File: config.mk
export PLATFORM = sky130hd
export DESIGN_NAME = stage_if
export DESIGN_NICKNAME = d
export VERILOG_FILES = /design/src/rtl/stage_if.sv
export SDC_FILE = /design/constraint.sdc
export NUM_CORES = 1
export LEC_CHECK = 0
export CAP_MARGIN = 10
export CORE_AREA = 2 2 163 165
export DETAILED_ROUTE_END_ITERATION = 10
export DIE_AREA = 0 0 165 167
export PLACE_DENSITY = 0.59
export SLEW_MARGIN = 5
export SYNTH_ARGS = -nofsm -noshare
export SYNTH_HDL_FRONTEND = slang
export SYNTH_SLANG_ARGS = --single-unit
File: constraint.sdc
create_clock -name clk -period 2.2 [get_ports clk]
set_input_delay 0.44 -clock clk [delete_from_list [all_inputs] [get_ports clk]]
set_output_delay 0.44 -clock clk [all_outputs]
set_load 0.01 [all_outputs]
File: src/rtl/stage_if.sv
// stage_if: instruction fetch stage, byte-serial fetch with a one-entry skid buffer.
// Define ICACHE_EN to add a direct-mapped one-word-per-line instruction cache.
module stage_if #(
    parameter logic [31:0] RESET_PC     = 32'h0,
    parameter int          ICACHE_LINES = 64
) (
    input  logic        clk,
    input  logic        reset,
    input  logic        stall,
    input  logic        br_taken,
    input  logic [31:0] br_target,
    output logic        mem_req,
    output logic [31:0] mem_addr,
    input  logic        mem_ack,
    input  logic [7:0]  mem_rdata,
    output logic        if_valid,
    output logic [31:0] if_pc,
    output logic [31:0] if_inst
);

    localparam logic [2:0] FETCH0 = 3'd0;
    localparam logic [2:0] FETCH1 = 3'd1;
    localparam logic [2:0] FETCH2 = 3'd2;
    localparam logic [2:0] FETCH3 = 3'd3;
    localparam logic [2:0] FULL   = 3'd4;

    if ((ICACHE_LINES < 2) || ((ICACHE_LINES & (ICACHE_LINES - 1)) != 0)) begin : g_bad_lines
        $error("ICACHE_LINES must be a power of 2 and at least 2");
    end

    logic [2:0]  state;
    logic [1:0]  k;
    logic [31:0] fpc;
    logic [23:0] wbuf;
    logic [31:0] skid_pc;
    logic [31:0] skid_inst;
    logic        hit;
    logic [31:0] hit_word;
    logic        word_done;
    logic [31:0] new_word;

    assign k         = state[1:0];
    assign word_done = hit || ((state == FETCH3) && mem_ack);
    assign new_word  = hit ? hit_word : {mem_rdata, wbuf};
    assign mem_req   = !state[2] && !hit && !reset;
    assign mem_addr  = fpc + {30'b0, k};

`ifdef ICACHE_EN
    localparam int IDX_W = $clog2(ICACHE_LINES);
    localparam int TAG_W = 30 - IDX_W;

    logic [ICACHE_LINES-1:0] c_valid;
    logic [TAG_W-1:0]        c_tag  [ICACHE_LINES];
    logic [31:0]             c_data [ICACHE_LINES];
    logic [IDX_W-1:0]        c_idx;
    logic [TAG_W-1:0]        c_tagv;
    logic                    fill;

    assign c_idx    = fpc[IDX_W+1:2];
    assign c_tagv   = fpc[31:IDX_W+2];
    assign hit      = (state == FETCH0) && c_valid[c_idx] && (c_tag[c_idx] == c_tagv);
    assign hit_word = c_data[c_idx];
    assign fill     = !reset && !br_taken && (state == FETCH3) && mem_ack;

    always_ff @(posedge clk) begin
        if (reset) begin
            c_valid <= '0;
        end else if (fill) begin
            c_valid[c_idx] <= 1'b1;
        end
    end

    always_ff @(posedge clk) begin
        if (fill) begin
            c_tag[c_idx]  <= c_tagv;
            c_data[c_idx] <= new_word;
        end
    end
`else
    assign hit      = 1'b0;
    assign hit_word = 32'h0;
`endif

    always_ff @(posedge clk) begin
        if (reset) begin
            state     <= FETCH0;
            fpc       <= RESET_PC;
            wbuf      <= '0;
            skid_pc   <= '0;
            skid_inst <= '0;
            if_valid  <= 1'b0;
            if_pc     <= '0;
            if_inst   <= '0;
        end else if (br_taken) begin
            // Redirect flushes the output slot and any buffered word.
            state    <= FETCH0;
            fpc      <= br_target & ~32'h3;
            if_valid <= 1'b0;
        end else if (state == FULL) begin
            if (!stall) begin
                if_pc    <= skid_pc;
                if_inst  <= skid_inst;
                if_valid <= 1'b1;
                state    <= FETCH0;
            end
        end else if (word_done) begin
            fpc <= fpc + 32'd4;
            if (!if_valid || !stall) begin
                if_pc    <= fpc;
                if_inst  <= new_word;
                if_valid <= 1'b1;
                state    <= FETCH0;
            end else begin
                skid_pc   <= fpc;
                skid_inst <= new_word;
                state     <= FULL;
            end
        end else begin
            if (mem_ack) begin
                unique case (state)
                    FETCH0:  wbuf[7:0]   <= mem_rdata;
                    FETCH1:  wbuf[15:8]  <= mem_rdata;
                    default: wbuf[23:16] <= mem_rdata;
                endcase
                state <= state + 3'd1;
            end
            if (if_valid && !stall) begin
                if_valid <= 1'b0;
            end
        end
    end

endmodule

==> results.md, run 1 <==
* Clock root buffer: clkbuf_16
* Core Util, Final at between 40% and 50%
* Netlist area before placement at approximately 0.0076 mm²
* N_diodes at 0
* Share of power burned in registers at approximately half
* Ratio of cells with drive above 1 in the final layout at a little under an eighth
* Final net count at between 1000 and 1500
* Count of boundary I/O pins at about 140
* Status: finished, final reports clean
* LEAKAGE at ~3.5 nW
* Share of Yosys cell area claimed by the top area cell type at 47.9%
* Element type at the critical path end: flip-flop
* Number of register bits inferred by synthesis at 182
* HPWL reported at the end of detailed placement at roughly 15000 µm
* Longest Clk Path Bufs at 2
* Worst setup path category: flip-flop to flip-flop
* Share of total power in the clock network at a little over two fifths
* Tightest hold margin at about 0.45 ns
* Design Power at a little over 0.007 W
* TritonCTS clock tree: yes
* Number of setup violations in the final report at 0
* Design internal power at between 0.005 and 0.006 W
* Data arrival time at the worst-slack endpoint at around 2.5 ns
* FF-to-FF End: fpc[29]$_SDFFE_PP0P_
* Fmax at roughly 470 MHz
* Hold wc startpoint: skid_inst[6]$_SDFFE_PP0P_
* Ys Warns at 0
* DRC violation count after routing at 0
* Mean Syn Cell Area at between 7 and 8 µm²
* # Max-Cap Violations at 0
* Detailed-router iteration count before antenna repair at 4
* Clock latency on the worst-skew pair at between 0.4 and 0.5 ns
* Worst setup slack for register-to-register paths at between 0.07 and 0.08 ns
* Number of H-tree levels at 4
* Largest net degree at the start of global routing at roughly 120
* Number of max-slew violations in the final report at 0
* Clock buffer count from CTS at 17
* Yosys top cell by area: dfxtp_1
* Count of cells along the worst register-to-register path at 9
* Share of flip-flops with an asynchronous set or reset after synthesis at 0%
* Net switching power at about 0.0018 W
* Sort of element at the start of the critical path: flip-flop
* Final number of hold-violating endpoints at 0
* Worst IR drop on VDD at 0.478 mV
* Core ar. at 0.0258 mm²
* Cells along the critical path: inv_2 > ha_4 > and2_4 > buf_6 > nor3_2 > buf_4 > nand4_1 > or3_1 > a311oi_2
* CTS sink count at ~180
* First-pass GRT wire length at about 36000 µm
* Vias in the first global route at about 6600
* Reg clk slew, reported paths at 0.07 ns
* Gr usage total at about 17%
* Worst min-delay path endpoint: skid_inst[6]$_SDFFE_PP0P_
* Remaining number of nets flagged by the antenna check after routing at 0
* Post-Syn Instances at 956
* Cells on Worst Hold Path at 2
* Global placement routability congestion at a little under 0.8
* PwrDens at between 600 and 700 mW/mm²
* Switch share at 25.7%
* Required time at the worst-slack endpoint at roughly 2.5 ns
* Drt first-iter violations at 530
* Number of rows in the core area at 59
* Die Span X at 165 µm
* Sequential fraction of the synthesis area at ~48%
* PortBufs at roughly 140
* Routed vias/inst at 4.83
* Grt ovf at 0
* Measured slew at the worst slew-check pin at 0.784 ns
* Path category of the worst min-delay check: flip-flop to flip-flop
* Worst-path cell with the longest stage delay: or3_1
* Number of antenna violations at the first check in global routing at 0
* Initial cell density of the core at 29.5%
* Setup repair after global routing missed its margin: true
* Post-synth EDFFs at 0
* Largest cells by area after synthesis: dfxtp_1 (48%), nand2_1 (14%), a311oi_1 (7.6%)
* Total number of vias at roughly 7000
* Origin of the critical flop-to-flop path: state[1]$_SDFFE_PP0P_
* Number of distinct library cells after synthesis at between 40 and 50
* Sum Neg Setup Slack at 0 ns
* Gate power share at 9.0%
* Largest fanout of any net on the critical path at 6
* Largest incremental delay on the critical path at between 0.4 and 0.5 ns
* Clock skew at 0.00976 ns
* Period utilization at between 90% and 100%
* Shortest period the worst path allows at 2.12 ns
* Normalized max-slew margin at 47.6%
* Vertical extent of the die at between 150 and 200 µm
* P&R area growth vs syn at 37.8%
* Most instantiated flip-flop cell in the synthesis netlist: dfxtp_1
* Detail-routed net length per standard cell at 15.7 µm
* Wire length reported by the detailed router at roughly 23000 µm
* Area enclosed by the die boundary at ~0.028 mm²
-- worst max-delay path by stage --
stage                                end  cells past startpoint  slack (ns)             startpoint
floorplan           fpc[18]$_SDFFE_PP0P_                      8      0.0009  state[0]$_SDFFE_PP0P_
global placement    fpc[30]$_SDFFE_PP0P_                      6       -0.20                mem_ack
detailed placement  fpc[29]$_SDFFE_PP0P_                      8       -0.21                mem_ack
CTS                 fpc[29]$_SDFFE_PP0P_                      9        0.02  state[0]$_SDFFE_PP0P_
global route        fpc[29]$_SDFFE_PP0P_                      9      -0.009  state[0]$_SDFFE_PP0P_
finish              fpc[29]$_SDFFE_PP0P_                      9        0.08  state[1]$_SDFFE_PP0P_
-- cell usage after synthesis (all sizes together) (7+ instances only) --
cell and number:
nor2 107, xor2 13, nand4 9, or3 7, mux2i 20, buf 12
nand2 280, a311oi 66, nor4 10, a21oi 78, nand3 23, dfxtp 182
xnor2 11, nor3 9, clkbuf 67, a211oi 17
-- power groups by stage --
stage               logic, W  registers [W]  clock network [W]
detailed placement  0.000639        0.00351                  0
global placement    0.000636        0.00351                  0
CTS                 0.000644        0.00343            0.00311
finish              0.000643        0.00343            0.00305
floorplan           0.000255        0.00353                  0
global route        0.000699        0.00344            0.00325
-- through the flow --
step | instance area, µm² | std cells | worst slack, ns
2_1_floorplan | 7610 | 957 | 0.000947
3_3_place_gp | 9770 | 1417 | -0.199
3_5_place_dp | 9770 | 1417 | -0.211
4_1_cts | 10400 | 1449 | 0.0196
5_1_grt | 10500 | 1454 | -0.00888
6_report | 10500 | 1454 | 0.0760
-- state kept, by name, indices dropped and copies added (netlist names) --
name and flops:
if_pc 30, wbuf 24, if_valid 1, fpc 30
skid_pc 30, state 3, skid_inst 32, if_inst 32
-- kinds of logic after synthesis --
logic type | count (synthesis) | share of synthesized area [%]
mux | 20 | 2.63
simple gates | 464 | 25.5
fa+ha+maj | 5 | 0.823
flops | 182 | 47.9
compound gates | 176 | 15.7
buf+inv | 84 | 4.58
other cells | 1 | 0.0493
xor+xnor | 24 | 2.77
-- metal layers --
layer  share of wire, %  GRT usage, %  vias up
met5                  0             0        -
met4                1.6          5.37        0
met3                4.6          3.89       26
met2                 46          26.5      132
met1                 48          22.6     3286
li1                   -             -     3576
-- cell type report --
| cell class | instances | area [µm²] |
|---|---|---|
| Sequential cell | 182 | 3650 |
| Clock inverter | 14 | 141 |
| Clock buffer | 18 | 439 |
| Tap cell | 335 | 419 |
| Timing Repair Buffer | 209 | 2100 |
| Inverter | 5 | 18.8 |
| Multi-Input combinational cell | 691 | 3700 |
| Fill cell | 2576 | 15300 |
-- critical path: cells and delay by family, from the launching register on --
family	cells	cell delay [ns]
flip-flops	1	0.37
AO/OA/AOI/OAI	1	0.28
adder cells (fa/ha/maj)	1	0.15
buffers and inverters	3	0.33
AND/OR/NAND/NOR	4	0.90
-- cells in the final DEF, fill, tap and decap left out, types with 4 or more instances in the layout --
cell type        Yosys  routed
nand3_1             23      23
o21ai_0              5       5
mux2i_1             20      20
clkinv_4             0       4
clkbuf_16            0      17
and2_1               6       5
nor2_1             107     106
a21oi_1             78      77
or3_1                6       4
a311oi_1            66      65
nand2_1            280     278
buf_12               0      14
dfxtp_1            182     180
clkdlybuf4s50_1      0     137
xor2_1              13      13
nor3_1               8       6
nor4_1               8       7
xnor2_1             11      11
buf_4                4      55
nand4_1              9       9
a211oi_1            17      17
-- repair_timing --
item	CTS	global route
endpoints found under the setup margin	1	16
hold buffers	0	0
setup buffers	0	5
gates resized for setup	1	18
gates cloned	0	0
pin swaps	0	5
Power figures use the tool's default switching activity.
==> run 2: changes to the inputs <==
--- a/config.mk
+++ b/config.mk
@@ -5,11 +5,9 @@
 export SDC_FILE = /design/constraint.sdc
 export NUM_CORES = 1
 export LEC_CHECK = 0
-export CAP_MARGIN = 10
 export CORE_AREA = 2 2 163 165
 export DETAILED_ROUTE_END_ITERATION = 10
 export DIE_AREA = 0 0 165 167
-export PLACE_DENSITY = 0.59
 export SLEW_MARGIN = 5
 export SYNTH_ARGS = -nofsm -noshare
 export SYNTH_HDL_FRONTEND = slang
==> constraint.sdc (replaced) <==
create_clock -name clk -period 2.2 [get_ports clk]
set_input_delay 0.22 -clock clk [delete_from_list [all_inputs] [get_ports clk]]
set_output_delay 0.22 -clock clk [all_outputs]
set_load 0.01 [all_outputs]
==> results.md, run 2 (same netlist as run 1, synthesis figures left out) <==
* Status: finished, final reports clean
* Design internal power at between 0.005 and 0.006 W
* PortBufs at between 100 and 150
* Worst setup path category: flip-flop to flip-flop
* Number of rows in the core area at between 50 and 60
* Origin of the worst setup path: state[0]$_SDFFE_PP0P_
* Worst-path cell with the longest stage delay: or3_4
* Remaining number of nets flagged by the antenna check after routing at 0
* Share of total power in the clock network at 46.1%
* Clock buffer count from CTS at 17
* Switch share at approximately a quarter
* Registers with the highest flip-flop counts: if_inst: 32 flops, skid_inst: 32 flops
* Grt ovf at 0
* Area of combinational cells with multiple inputs at 0.00371 mm²
* Fillers at 2590
* Core ar. at between 0.02 and 0.03 mm²
* Global placement routability congestion at 0.770
* CP bufs+invs at 0
* Measured slew at the worst slew-check pin at between 0.7 and 0.8 ns
* Area taken by flip-flops and latches at roughly 0.0036 mm²
* Normalized max-slew margin at about 50%
* Post-cts hold buffer count at 0
* Cells on Worst Hold Path at 2
* Count of cells along the worst register-to-register path at 7
* Post-route insts no fill at 1456
* Largest incremental delay on the critical path at approximately 0.44 ns
* Sum Neg Setup Slack at 0 ns
* Commonest non-fill, non-tap cells in the layout: nand2_1 (279), dfxtp_1 (180), clkdlybuf4s50_1 (137)
* Clock latency on the worst-skew pair at between 0.4 and 0.5 ns
* Data arrival time at the worst-slack endpoint at about 2.4 ns
* Clock root buffer: clkbuf_16
* Final number of hold-violating endpoints at 0
* Wire length reported by the detailed router at around 23000 µm
* Commonest non-fill, non-tap cell in the layout: nand2_1
* # placed instances at about 1400
* Worst setup slack before clock tree synthesis at roughly 0.015 ns
* Vertical extent of the die at between 150 and 200 µm
* Worst min-delay path endpoint: wbuf[1]$_SDFFE_PP0P_
* Clock skew at approximately 0.011 ns
* Required time at the worst-slack endpoint at between 2 and 3 ns
* Final net count at approximately 1200
* TritonCTS clock tree: yes
* Initial cell density of the core at between 20 and 30%
* Largest net degree at the start of global routing at 79
* P&R area growth vs syn at 38.5%
* HPWL reported at the end of detailed placement at between 15000 and 20000 µm
* FF-to-FF End: fpc[30]$_SDFFE_PP0P_
* Hold wc startpoint: reset
* Net switching power at ~0.0018 W
* Cells along the critical path: ha_1 > ha_4 > nand2_1 > or3_4 > nor4b_2 > mux2i_1 > or3_1
* Period utilization at between 90% and 100%
* Longest Clk Path Bufs at 2
* Dominant delay contributor by cell family on the critical path: simple AND/OR/NAND/NOR gates
* Detailed-router iteration count before antenna repair at 5
* Gr usage total at between 10% and 20%
* Final WS setup at 0.0830 ns
* Worst setup slack for register-to-register paths at 0.08 ns
* First-pass GRT wire length at around 37000 µm
* Shortest period the worst path allows at around 2.1 ns
* Number of antenna violations at the first check in global routing at 2
* Worst IR drop on VDD at 0.450 mV
* DRC violation count after routing at 0
* Number of setup violations in the final report at 0
* # Max-Cap Violations at 0
* Total number of vias at between 7000 and 8000
* Largest fanout of any net on the critical path at 8
* Die Span X at 165 µm
* Routed vias/inst at a little under 5
* Area enclosed by the die boundary at approximately 0.028 mm²
* Sort of element at the start of the critical path: flip-flop
* CTS sink count at between 150 and 200
* Origin of the critical flop-to-flop path: state[0]$_SDFFE_PP0P_
* Share of power burned in registers at 45.3%
* Fmax at about 470 MHz
* Count of boundary I/O pins at 143
* Number of H-tree levels at 4
* Gate power share at roughly 8.6%
* Number of max-slew violations in the final report at 0
* Reg clk slew, reported paths at about 0.07 ns
* PwrDens at around 700 mW/mm²
* Vias in the first global route at around 6700
* Detail-routed net length per standard cell at roughly 16 µm
* Ratio of cells with drive above 1 in the final layout at 11.3%
* Drt first-iter violations at between 500 and 600
* Tightest hold margin at roughly 0.18 ns
* Path category of the worst min-delay check: input pin to flip-flop
* LEAKAGE at around 3.5 nW
* Element type at the critical path end: flip-flop
-- run 2: cell types whose count changed in the layout (fill, tap and decap cells not counted), sizes merged --
cell      before  now
clkinvlp       3    0
bufinv         1    5
clkbuf        18   17
inv            9   10
diode          0    2
clkinv         6    5
-- run 2: worst reg2reg max path: cells and delay by family, from the launching register on --
family	cells	cell delay, ns
and+or+nand+nor	4	1.19
DFF	1	0.36
adders and majority gates	2	0.36
muxes	1	0.11
-- run 2: power by group through the flow --
stage                     logic [W]  registers (W)  clock network [W]
after floorplan            0.000255        0.00353                  0
after global placement     0.000645        0.00350                  0
after detailed placement   0.000648        0.00350                  0
after CTS                  0.000652        0.00342            0.00356
after global routing       0.000706        0.00343            0.00370
final                      0.000650        0.00342            0.00349
-- run 2: stage by stage --
stage / util [%] / total power, W / area [µm²]
after floorplan: - / 0.00378 / 7610
after global placement: 37.8 / 0.00414 / 9740
after detailed placement: 37.8 / 0.00415 / 9740
after CTS: 40.4 / 0.00764 / 10400
after global routing: 40.9 / 0.00784 / 10500
final: 40.9 / 0.00756 / 10500
-- run 2: layout make-up --
class                   instances  area share, %
repair buffers                209           19.6
flip-flops and latches        182           34.6
inverters                       5          0.178
well taps                     335           3.98
multi-input cells             691           35.2
clock inverters                15           2.31
clock buffers                  17           4.04
diodes                          2         0.0475
-- run 2: what timing repair did --
item,in CTS,in global routing
setup endpoints to repair,0,54
gates resized for setup,0,15
buffers inserted,0,4
-- run 2: worst max-delay path by stage --
stage	to	slack [ns]	cells past startpoint
floorplan	fpc[18]$_SDFFE_PP0P_	0.0009	8
global placement	fpc[22]$_SDFFE_PP0P_	0.05	7
detailed placement	fpc[22]$_SDFFE_PP0P_	0.02	8
CTS	fpc[24]$_SDFFE_PP0P_	0.004	8
global route	fpc[29]$_SDFFE_PP0P_	-0.002	9
finish	fpc[30]$_SDFFE_PP0P_	0.08	7
-- run 2: metal layers --
metal  wire (µm)  track usage (%)  share of wire [%]
met2       10800             27.1                 47
met3        1040             4.38                4.5
met1       11000             22.4                 47
met4         396             4.76                1.7
met5           0                0                  0
